## src/rtl/dual_port_pkg.sv

```systemverilog
// Shared types for the dual-port RAM request controller.
// Latency: n/a (types and constants only).
// Backpressure: n/a.
// Contents: port FSM state enum, packed request latch struct, latency helper.
package dual_port_pkg;

    localparam int DP_DATA_WIDTH = 8;
    localparam int DP_ADDR_WIDTH = 3;

    typedef enum logic [1:0] {
        IDLE   = 2'd0,
        ACCESS = 2'd1,
        DONE   = 2'd2
    } port_state_t;

    typedef struct packed {
        logic                     we;
        logic [DP_ADDR_WIDTH-1:0] addr;
        logic [DP_DATA_WIDTH-1:0] wdata;
    } req_t;

    function automatic int max_int(input int a, input int b);
        return (a > b) ? a : b;
    endfunction

endpackage

```

## src/rtl/dpram_port_ctrl_if.sv

```systemverilog
// One RAM port's bundle: request channel, response pulse and RAM-side signals.
// Latency: n/a (wiring only).
// Backpressure: req_ready from the controller; requester holds req_* while valid & !ready.
// Modports: slave = controller view, master = requester/RAM view.
interface dpram_port_ctrl_if #(
    parameter int DATA_WIDTH = 8,
    parameter int ADDR_WIDTH = 3
);
    logic                  req_valid;
    logic                  req_ready;
    logic                  req_we;
    logic [ADDR_WIDTH-1:0] req_addr;
    logic [DATA_WIDTH-1:0] req_wdata;
    logic                  resp_valid;
    logic [DATA_WIDTH-1:0] resp_rdata;
    logic                  ram_en;
    logic                  ram_we;
    logic [ADDR_WIDTH-1:0] ram_addr;
    logic [DATA_WIDTH-1:0] ram_wdata;
    logic [DATA_WIDTH-1:0] ram_rdata;

    modport slave (
        input  req_valid, req_we, req_addr, req_wdata, ram_rdata,
        output req_ready, resp_valid, resp_rdata, ram_en, ram_we, ram_addr, ram_wdata
    );

    modport master (
        output req_valid, req_we, req_addr, req_wdata, ram_rdata,
        input  req_ready, resp_valid, resp_rdata, ram_en, ram_we, ram_addr, ram_wdata
    );
endinterface

```

## src/rtl/dpram_port_seq.sv

```systemverilog
// Single-port sequencer: latches a request, holds it on the RAM for LAT cycles, emits a response pulse.
// Latency: accept at edge T -> ram_en T+1..T+LAT, resp_valid at T+LAT+1, idle again at T+LAT+2.
// Backpressure: accepts only when the parent asserts accept (valid & ready decoded upstream).
// Ports: clk/rst_n, accept + request fields in, RAM read data in; state, response and RAM drive out.
module dpram_port_seq
    import dual_port_pkg::*;
#(
    parameter int DATA_WIDTH    = DP_DATA_WIDTH,
    parameter int ADDR_WIDTH    = DP_ADDR_WIDTH,
    parameter int READ_LATENCY  = 3,
    parameter int WRITE_LATENCY = 3
) (
    input  logic                  clk,
    input  logic                  rst_n,
    input  logic                  accept,
    input  logic                  req_we,
    input  logic [ADDR_WIDTH-1:0] req_addr,
    input  logic [DATA_WIDTH-1:0] req_wdata,
    input  logic [DATA_WIDTH-1:0] ram_rdata,
    output port_state_t           state,
    output logic                  resp_valid,
    output logic [DATA_WIDTH-1:0] resp_rdata,
    output logic                  ram_en,
    output logic                  ram_we,
    output logic [ADDR_WIDTH-1:0] ram_addr,
    output logic [DATA_WIDTH-1:0] ram_wdata
);
    localparam int MAX_LAT = max_int(READ_LATENCY, WRITE_LATENCY);
    // Keep at least one bit so LAT = 1 still has a legal counter.
    localparam int CW = (MAX_LAT > 1) ? $clog2(MAX_LAT) : 1;
    localparam logic [CW-1:0] RD_LOAD = CW'(READ_LATENCY - 1);
    localparam logic [CW-1:0] WR_LOAD = CW'(WRITE_LATENCY - 1);

    req_t          cur;
    logic [CW-1:0] cnt;

    // RAM-side address/data come straight off the request latch so they cannot move mid-access.
    assign ram_we    = cur.we;
    assign ram_addr  = cur.addr;
    assign ram_wdata = cur.wdata;

    always_ff @(posedge clk or negedge rst_n) begin
        if (!rst_n) begin
            state      <= IDLE;
            cur        <= '0;
            cnt        <= '0;
            ram_en     <= 1'b0;
            resp_valid <= 1'b0;
            resp_rdata <= '0;
        end else begin
            case (state)
                IDLE: begin
                    if (accept) begin
                        cur    <= '{we: req_we, addr: req_addr, wdata: req_wdata};
                        cnt    <= req_we ? WR_LOAD : RD_LOAD;
                        ram_en <= 1'b1;
                        state  <= ACCESS;
                    end
                end
                ACCESS: begin
                    if (cnt == '0) begin
                        // Last access cycle: RAM read data is valid now.
                        ram_en     <= 1'b0;
                        resp_valid <= 1'b1;
                        resp_rdata <= cur.we ? '0 : ram_rdata;
                        state      <= DONE;
                    end else begin
                        cnt <= cnt - 1'b1;
                    end
                end
                DONE: begin
                    resp_valid <= 1'b0;
                    resp_rdata <= '0;
                    state      <= IDLE;
                end
                default: state <= IDLE;
            endcase
        end
    end
endmodule

```

## src/rtl/dpram_port_ctrl.sv

```systemverilog
// Two-port RAM request controller: per-port sequencers plus address-collision arbitration.
// Latency: LAT+1 cycles accept-to-response per port; one op per LAT+2 cycles per port.
// Backpressure: req_ready low while busy, while the other port holds a conflicting access,
//               or when losing a same-cycle write conflict (round-robin via prio).
// Ports: clk, rst_n, port_a / port_b (dpram_port_ctrl_if.slave).
module dpram_port_ctrl
    import dual_port_pkg::*;
#(
    parameter int DATA_WIDTH    = DP_DATA_WIDTH,
    parameter int ADDR_WIDTH    = DP_ADDR_WIDTH,
    parameter int READ_LATENCY  = 3,
    parameter int WRITE_LATENCY = 3
) (
    input  logic              clk,
    input  logic              rst_n,
    dpram_port_ctrl_if.slave  port_a,
    dpram_port_ctrl_if.slave  port_b
);
    port_state_t state_a, state_b;
    logic        hazard_a, hazard_b, conflict, prio;
    logic        ready_a, ready_b;

    // A busy port blocks an equal-address request on the other side if either op writes.
    assign hazard_a = (state_b != IDLE) && (port_b.ram_addr == port_a.req_addr)
                      && (port_b.ram_we || port_a.req_we);
    assign hazard_b = (state_a != IDLE) && (port_a.ram_addr == port_b.req_addr)
                      && (port_a.ram_we || port_b.req_we);

    assign conflict = (state_a == IDLE) && (state_b == IDLE)
                      && port_a.req_valid && port_b.req_valid
                      && (port_a.req_addr == port_b.req_addr)
                      && (port_a.req_we || port_b.req_we);

    assign ready_a = (state_a == IDLE) && !hazard_a && !(conflict && prio);
    assign ready_b = (state_b == IDLE) && !hazard_b && !(conflict && !prio);

    assign port_a.req_ready = ready_a;
    assign port_b.req_ready = ready_b;

    // The granted port is always idle and valid, so every conflict consumes one grant.
    always_ff @(posedge clk or negedge rst_n) begin
        if (!rst_n) begin
            prio <= 1'b0;
        end else if (conflict) begin
            prio <= ~prio;
        end
    end

    dpram_port_seq #(
        .DATA_WIDTH(DATA_WIDTH), .ADDR_WIDTH(ADDR_WIDTH),
        .READ_LATENCY(READ_LATENCY), .WRITE_LATENCY(WRITE_LATENCY)
    ) u_seq_a (
        .clk        (clk),
        .rst_n      (rst_n),
        .accept     (port_a.req_valid && ready_a),
        .req_we     (port_a.req_we),
        .req_addr   (port_a.req_addr),
        .req_wdata  (port_a.req_wdata),
        .ram_rdata  (port_a.ram_rdata),
        .state      (state_a),
        .resp_valid (port_a.resp_valid),
        .resp_rdata (port_a.resp_rdata),
        .ram_en     (port_a.ram_en),
        .ram_we     (port_a.ram_we),
        .ram_addr   (port_a.ram_addr),
        .ram_wdata  (port_a.ram_wdata)
    );

    dpram_port_seq #(
        .DATA_WIDTH(DATA_WIDTH), .ADDR_WIDTH(ADDR_WIDTH),
        .READ_LATENCY(READ_LATENCY), .WRITE_LATENCY(WRITE_LATENCY)
    ) u_seq_b (
        .clk        (clk),
        .rst_n      (rst_n),
        .accept     (port_b.req_valid && ready_b),
        .req_we     (port_b.req_we),
        .req_addr   (port_b.req_addr),
        .req_wdata  (port_b.req_wdata),
        .ram_rdata  (port_b.ram_rdata),
        .state      (state_b),
        .resp_valid (port_b.resp_valid),
        .resp_rdata (port_b.resp_rdata),
        .ram_en     (port_b.ram_en),
        .ram_we     (port_b.ram_we),
        .ram_addr   (port_b.ram_addr),
        .ram_wdata  (port_b.ram_wdata)
    );
endmodule

```

## src/flat_wrapper.sv

```systemverilog
// flat-port wrapper written by rule: the top's interface ports become plain ports
module dpram_port_ctrl_flat import dual_port_pkg::*;
#(
    parameter int DATA_WIDTH    = DP_DATA_WIDTH,
    parameter int ADDR_WIDTH    = DP_ADDR_WIDTH,
    parameter int READ_LATENCY  = 3,
    parameter int WRITE_LATENCY = 3
)
  (clk, rst_n, port_a_req_valid, port_a_req_we, port_a_req_addr, port_a_req_wdata, port_a_ram_rdata, port_a_req_ready, port_a_resp_valid, port_a_resp_rdata, port_a_ram_en, port_a_ram_we, port_a_ram_addr, port_a_ram_wdata, port_b_req_valid, port_b_req_we, port_b_req_addr, port_b_req_wdata, port_b_ram_rdata, port_b_req_ready, port_b_resp_valid, port_b_resp_rdata, port_b_ram_en, port_b_ram_we, port_b_ram_addr, port_b_ram_wdata);
  dpram_port_ctrl_if #(.DATA_WIDTH(DATA_WIDTH), .ADDR_WIDTH(ADDR_WIDTH)) port_a_i ();
  dpram_port_ctrl_if #(.DATA_WIDTH(DATA_WIDTH), .ADDR_WIDTH(ADDR_WIDTH)) port_b_i ();
  input  logic clk;
  input  logic rst_n;
  input wire logic [$bits(port_a_i.req_valid)-1:0] port_a_req_valid;
  input wire logic [$bits(port_a_i.req_we)-1:0] port_a_req_we;
  input wire logic [$bits(port_a_i.req_addr)-1:0] port_a_req_addr;
  input wire logic [$bits(port_a_i.req_wdata)-1:0] port_a_req_wdata;
  input wire logic [$bits(port_a_i.ram_rdata)-1:0] port_a_ram_rdata;
  output wire logic [$bits(port_a_i.req_ready)-1:0] port_a_req_ready;
  output wire logic [$bits(port_a_i.resp_valid)-1:0] port_a_resp_valid;
  output wire logic [$bits(port_a_i.resp_rdata)-1:0] port_a_resp_rdata;
  output wire logic [$bits(port_a_i.ram_en)-1:0] port_a_ram_en;
  output wire logic [$bits(port_a_i.ram_we)-1:0] port_a_ram_we;
  output wire logic [$bits(port_a_i.ram_addr)-1:0] port_a_ram_addr;
  output wire logic [$bits(port_a_i.ram_wdata)-1:0] port_a_ram_wdata;
  input wire logic [$bits(port_b_i.req_valid)-1:0] port_b_req_valid;
  input wire logic [$bits(port_b_i.req_we)-1:0] port_b_req_we;
  input wire logic [$bits(port_b_i.req_addr)-1:0] port_b_req_addr;
  input wire logic [$bits(port_b_i.req_wdata)-1:0] port_b_req_wdata;
  input wire logic [$bits(port_b_i.ram_rdata)-1:0] port_b_ram_rdata;
  output wire logic [$bits(port_b_i.req_ready)-1:0] port_b_req_ready;
  output wire logic [$bits(port_b_i.resp_valid)-1:0] port_b_resp_valid;
  output wire logic [$bits(port_b_i.resp_rdata)-1:0] port_b_resp_rdata;
  output wire logic [$bits(port_b_i.ram_en)-1:0] port_b_ram_en;
  output wire logic [$bits(port_b_i.ram_we)-1:0] port_b_ram_we;
  output wire logic [$bits(port_b_i.ram_addr)-1:0] port_b_ram_addr;
  output wire logic [$bits(port_b_i.ram_wdata)-1:0] port_b_ram_wdata;
  assign port_a_i.req_valid = port_a_req_valid;
  assign port_a_i.req_we = port_a_req_we;
  assign port_a_i.req_addr = port_a_req_addr;
  assign port_a_i.req_wdata = port_a_req_wdata;
  assign port_a_i.ram_rdata = port_a_ram_rdata;
  assign port_a_req_ready = port_a_i.req_ready;
  assign port_a_resp_valid = port_a_i.resp_valid;
  assign port_a_resp_rdata = port_a_i.resp_rdata;
  assign port_a_ram_en = port_a_i.ram_en;
  assign port_a_ram_we = port_a_i.ram_we;
  assign port_a_ram_addr = port_a_i.ram_addr;
  assign port_a_ram_wdata = port_a_i.ram_wdata;
  assign port_b_i.req_valid = port_b_req_valid;
  assign port_b_i.req_we = port_b_req_we;
  assign port_b_i.req_addr = port_b_req_addr;
  assign port_b_i.req_wdata = port_b_req_wdata;
  assign port_b_i.ram_rdata = port_b_ram_rdata;
  assign port_b_req_ready = port_b_i.req_ready;
  assign port_b_resp_valid = port_b_i.resp_valid;
  assign port_b_resp_rdata = port_b_i.resp_rdata;
  assign port_b_ram_en = port_b_i.ram_en;
  assign port_b_ram_we = port_b_i.ram_we;
  assign port_b_ram_addr = port_b_i.ram_addr;
  assign port_b_ram_wdata = port_b_i.ram_wdata;
  dpram_port_ctrl #(.DATA_WIDTH(DATA_WIDTH), .ADDR_WIDTH(ADDR_WIDTH), .READ_LATENCY(READ_LATENCY), .WRITE_LATENCY(WRITE_LATENCY)) u_core (.clk(clk), .rst_n(rst_n), .port_a(port_a_i), .port_b(port_b_i));
endmodule
```

## config.mk

```make
export PLATFORM = sky130hd
export DESIGN_NAME = dpram_port_ctrl_flat
export DESIGN_NICKNAME = d
export VERILOG_FILES = /design/src/rtl/dual_port_pkg.sv /design/src/rtl/dpram_port_ctrl_if.sv /design/src/rtl/dpram_port_seq.sv /design/src/rtl/dpram_port_ctrl.sv /design/src/flat_wrapper.sv
export SDC_FILE = /design/constraint.sdc
export NUM_CORES = 1
export LEC_CHECK = 0
export ABC_AREA = 1
export CORE_MARGIN = 2
export CORE_UTILIZATION = 45
export DETAILED_ROUTE_END_ITERATION = 7
export PLACE_DENSITY_LB_ADDON = 0.05
export SETUP_SLACK_MARGIN = 0.05
export SYNTH_ARGS = -nofsm -noshare
export SYNTH_HDL_FRONTEND = slang
export SYNTH_SLANG_ARGS = --single-unit
```

## constraint.sdc

```tcl
create_clock -name clk -period 2 [get_ports clk]
set_input_delay 0.4 -clock clk [delete_from_list [all_inputs] [get_ports clk]]
set_output_delay 0.4 -clock clk [all_outputs]
set_load 0.1 [all_outputs]
```

Yosys cells after proc, flatten, opt, wreduce, memory -nomap -nowiden
Cells that the tools add are included.

$add $sub $neg: 2. Equal/unequal tests: 13. Muxes and demuxes: 28. Bitwise gates (word level): 1. Reduce and logical (&&, ||, !) cells: 45.

Operators with widths (number): two-way mux 8 bit (4); case mux 8 bit (2 select lines) (2); logical AND 1 bit (17); two-way mux 2 bit (8); case mux 2 bit (2 select lines) (4); inequality test 2 bit (second input constant) (6); AND reduction 2 bit (6); AND reduction 3 bit (4); nonzero test 2 bit (6); == test 3 bit (3); logical NOT 2 bit (4); case mux 1 bit (2 select lines) (4); two-way mux 1 bit (6); logical NOT 1 bit (5); == test 2 x 1 -> 1 bit (second input constant) (2); == test 2 bit (second input constant) (2); subtractor 2 x 1 -> 2 bit (second input constant) (2); logical OR 1 bit (3); inverter 1 bit (1).

Bits in registers: 53. Bits of input ports: 44. Logic and storage cells: 106.

Depth between registers and ports, before layout
Depth in word-level cells: 12. Depth in mapped cells: 10.

By module
A second synthesis with hierarchy kept.

Cell total of the unflattened synthesis: 319. Area total of the unflattened synthesis: 2602.5 um^2.

By module, submodules not included: dpram_port_seq (times used 2, cells each 120, area an instance 1118.6 um^2); dpram_port_ctrl (times used 1, cells each 79, area an instance 365.4 um^2).

Worst setup path after synthesis
No wires, ideal clock.

Path type: register to output. From: reg u_core.u_seq_a.cur (netlist bit u_core.u_seq_a.ram_addr[0]). To: out port_b_req_ready. Arrival: 2.149 ns. Data required time: 1.600 ns. Slack: -0.549 ns. Stages on the path, launching flop included: 8. Path buffers: 0. Path through: dfrtp_1 > inv_1 > nand2_1 > nand2_1 > nand2_1 > nor2_1 > nor2_2 > and2_1.

Word-level cells in the longest chain between the ends: 6.

RTL lines: start: declaration (RTL line dpram_port_seq.sv:34) `req_t cur;`; start signal: assignment (RTL line dpram_port_seq.sv:54) `cur <= '{we: req_we, addr: req_addr, wdata: req_wdata};`; == test 3 bit (RTL line dpram_port_ctrl.sv:26) `assign hazard_b = (state_a != IDLE) && (port_a.ram_addr == port_b.req_addr)`; logical AND 1 bit (RTL line dpram_port_ctrl.sv:26); logical AND 1 bit (RTL line dpram_port_ctrl.sv:27) `&& (port_a.ram_we || port_b.req_we);`; logical NOT 1 bit (RTL line dpram_port_ctrl.sv:35) `assign ready_b = (state_b == IDLE) && !hazard_b && !(conflict && !prio);`; logical AND 1 bit (2 in series) (RTL line dpram_port_ctrl.sv:35); end: declaration (RTL line flat_wrapper.sv:31) `output wire logic [$bits(port_b_i.req_ready)-1:0] port_b_req_ready;`.

Every way passes these cells.

Worst setup path after layout
From: reg u_core.u_seq_a.state[0]. To: out port_b_req_ready.

Word-level cells in the longest chain between the ends: 9. Elaborated cells between the ends (all ways): 14. Classes of those cells: reduce/logical (14).

RTL lines: start: declaration (RTL line dpram_port_seq.sv:20) `output port_state_t state,`; start signal: assignment (RTL line dpram_port_seq.sv:44) `state <= IDLE;`; start signal: assignment (RTL line dpram_port_seq.sv:57) `state <= ACCESS;`; start signal: assignment (RTL line dpram_port_seq.sv:66) `state <= DONE;`; logical NOT 2 bit (RTL line dpram_port_ctrl.sv:29) `assign conflict = (state_a == IDLE) && (state_b == IDLE)`; logical AND 1 bit (RTL line dpram_port_ctrl.sv:29); logical AND 1 bit (2 in series) (RTL line dpram_port_ctrl.sv:30) `&& port_a.req_valid && port_b.req_valid`; logical AND 1 bit (RTL line dpram_port_ctrl.sv:31) `&& (port_a.req_addr == port_b.req_addr)`; logical AND 1 bit (RTL line dpram_port_ctrl.sv:32) `&& (port_a.req_we || port_b.req_we);`; logical AND 1 bit (RTL line dpram_port_ctrl.sv:35); logical NOT 1 bit (RTL line dpram_port_ctrl.sv:35); logical AND 1 bit * (RTL line dpram_port_ctrl.sv:35).

Every way passes the cells marked *; elsewhere a longest branch is shown, timed or not.

==> flow_metrics.py <==
metrics = {
    "cts": {
        "cts_buffer_depth": 2,
        "clockRootBuffer": "clkbuf_8",
        "hold_buffers": 0,
        "cts_made_buffers": 5,
        "clk_latency_ns": 0.31,
        "h-tree-depth": 2,
        "tritoncts": "done",
        "path_clk_slew_ns": 0.10,
        "cts.sinks": 53,
    },
    "place": {
        "pre_cts_slack_ns": -0.179,
        "numPortBuffers": 89,
        "dp_cells": 460,
        "post-dp-hpwl_mm": 3.96,
        "gp_congestion": 0.764,
    },
    "min_path": {
        "min_path_type": "in -> async",
    },
    "floorplanning": {
        "die_h_um": 77.8,
        "die_w_um": 77.8,
        "initial_core_util_pct": 47.4,
        "ioPinCount": 90,
        "die-area_um2": 6050,
        "placeableCoreArea_um2": 5170,
        "rows": 26,
    },
    "sta": {
        "worst_clock_skew_ns": 0.0104,
        "setup_viol": 1,
        "fin_ws_ns": -0.0293,
        "rsz0062_at_grt": "true",
        "slew_headroom_pct": 67.8,
        "tightestPinTransition_ns": 0.483,
        "final.period_utilization_pct": 101,
        "timing.fmax_ghz": 0.493,
        "maxSlewViolCount": 0,
        "fin_crit_ns": 2.03,
        "hold_viol": 0,
    },
    "critical_path": {
        "path_class": "reg -> out",
        "critPathRequiredTime_ns": 1.60,
        "start_kind": "flip-flop",
        "crit_arrival_ns": 1.63,
        "end_kind": "primary output",
        "path_max_fanout": 2,
    },
    "synthesis": {
        "yosysWarnings": 0,
        "syn_avg_cell_area_um2": 8.39,
        "syn_nets": 338,
        "synth_top_area_share_pct": 54.1,
        "ys_types": 21,
        "synth_top_cell_by_area": "dfrtp_1",
        "synth_area_um2": 2450,
        "synthCells": 292,
        "synth_seq_cells": 53,
        "yosysSeqAreaShare_pct": 54.1,
        "synthTopCellsByArea": "dfrtp_1, nand2_1, inv_1",
    },
    "drt": {
        "ant_nets": 0,
        "wire_per_inst_um": 11.5,
        "via_count": 2160,
        "first_pass_iters": 4,
        "via_per_inst": 4.58,
        "drc": 0,
        "wl_mm": 5.41,
        "drtIter0Drc": 90,
    },
    "global_route": {
        "grt_pass1_wl_mm": 9.17,
        "gr-usage-all-layers_pct": 19.0,
        "grt_max_degree": 38,
        "grt_pass1_vias": 2091,
        "grt_overflow": 0,
        "antenna_found_initial": 0,
    },
    "finish": {
        "finalNonFillerCells": 472,
        "layout-drive-gt1-share_pct": 28.1,
        "antennaDiodeCount": 0,
        "nets": 447,
        "nFillCells": 435,
        "area.growth.synth_to_final_pct": 48.2,
    },
    "flow_run": {
        "cap_violations": 0,
    },
    "status": {
        "violations": "negative setup slack",
        "outcome": "finished with violations",
    },
}
[registers in the layout, indices dropped and copies added, names as in the netlist, 2 cells and up]
register                   cells
u_core.u_seq_b.resp_rdata      8
u_core.u_seq_a.cnt             2
u_core.u_seq_a.state           2
u_core.u_seq_b.ram_addr        3
u_core.u_seq_b.ram_wdata       8
u_core.u_seq_a.ram_wdata       8
u_core.u_seq_a.resp_rdata      8
u_core.u_seq_b.state           2
u_core.u_seq_a.ram_addr        3
u_core.u_seq_b.cnt             2
[cell families (layout without fill, tap and decap cells)]
group	after synthesis	in the layout	synth area share (%)
fa+ha+maj	2	2	1.02
flops	53	53	54.1
xor+xnor	2	2	0.715
compound gates	43	43	9.09
buf+inv	69	179	11.8
simple gates	123	123	23.2
[synthesized netlist by cell type (all sizes together)]
master and n:
a21oi 1, and2 2, buf 5, clkbuf 1, dfrtp 53, ha 2, inv 63, nand2 78
nand3 23, nand4 2, nor2 17, o21ai 42, or2 1, xor2 2
[what timing repair did]
action,in CTS,in global routing
gates resized for setup,19,6
setup endpoints to repair,2,2
endpoints found under the hold margin,0,0
buffers inserted,3,1
pin swaps,8,3
[placed cells by master (no fill, tap or decap), types with 8 or more instances in the layout]
| cell | instances |
|---|---|
| buf_4 | 59 |
| clkdlybuf4s50_1 | 33 |
| dfrtp_1 | 45 |
| dfrtp_2 | 8 |
| dlygate4sd2_1 | 9 |
| inv_1 | 52 |
| inv_2 | 10 |
| nand2_1 | 76 |
| nand3_1 | 21 |
| o21ai_1 | 36 |
[final timing paths]
path                                         start                         end  slack (ns)  cells after the start
setup reg to reg           u_core.u_seq_a.state[0]  u_core.u_seq_b.ram_addr[0]        0.39                     11
setup / recovery           u_core.u_seq_a.state[0]            port_b_req_ready       -0.03                      8
hold / removal                               rst_n  u_core.u_seq_a.ram_addr[2]       0.004                      1
min in group clk             u_core.u_seq_a.ram_en       u_core.u_seq_a.ram_en        0.50                      2
max in group asynchronous                    rst_n       u_core.u_seq_b.ram_we        1.46                      2
hold reg to reg              u_core.u_seq_a.ram_en       u_core.u_seq_a.ram_en        0.50                      2
[routing by layer]
metal  routed length [um]  GRT usage (%)  part of all wire [%]
met1                 2360           23.3                    44
met2                 2710           32.8                    50
met3                  278           4.65                   5.1
met4                   60           6.25                   1.1
met5                    0              0                     0
[through the flow]
stage | hold slack [ns] | util (%) | instance area, um2 | TNS (ns)
floorplan | 0.104 | - | 2460 | 0
global placement | 0.361 | 66.6 | 3440 | -0.296
detailed placement | 0.362 | 66.6 | 3440 | -0.361
CTS | 0.0125 | 69.7 | 3600 | 0
global route | 0.0257 | 70.2 | 3630 | -0.127
finish | 0.00408 | 70.2 | 3630 | -0.0293
[cell type report]
cell class	instances	area [um2]	share of cell area, %
inverter	63	241	6.65
multi-input combinational	170	877	24.2
clock inverter	3	50.0	1.38
timing repair buffer	108	968	26.7
tap	70	87.6	2.41
clock buffer	5	68.8	1.90
sequential	53	1340	36.8
[worst max-delay path: stages (launching register included)]
cell and delay, ns:
dfrtp_1 0.40, nor2_2 0.17, buf_4 0.15, nor2_2 0.03, nand2_1 0.05, nor2_1 0.05
nor2_2 0.12, and2_4 0.17, buf_12 0.17
Power is not shown: default switching activity piles up to over one toggle a cycle in this logic, so the estimate is an artifact.
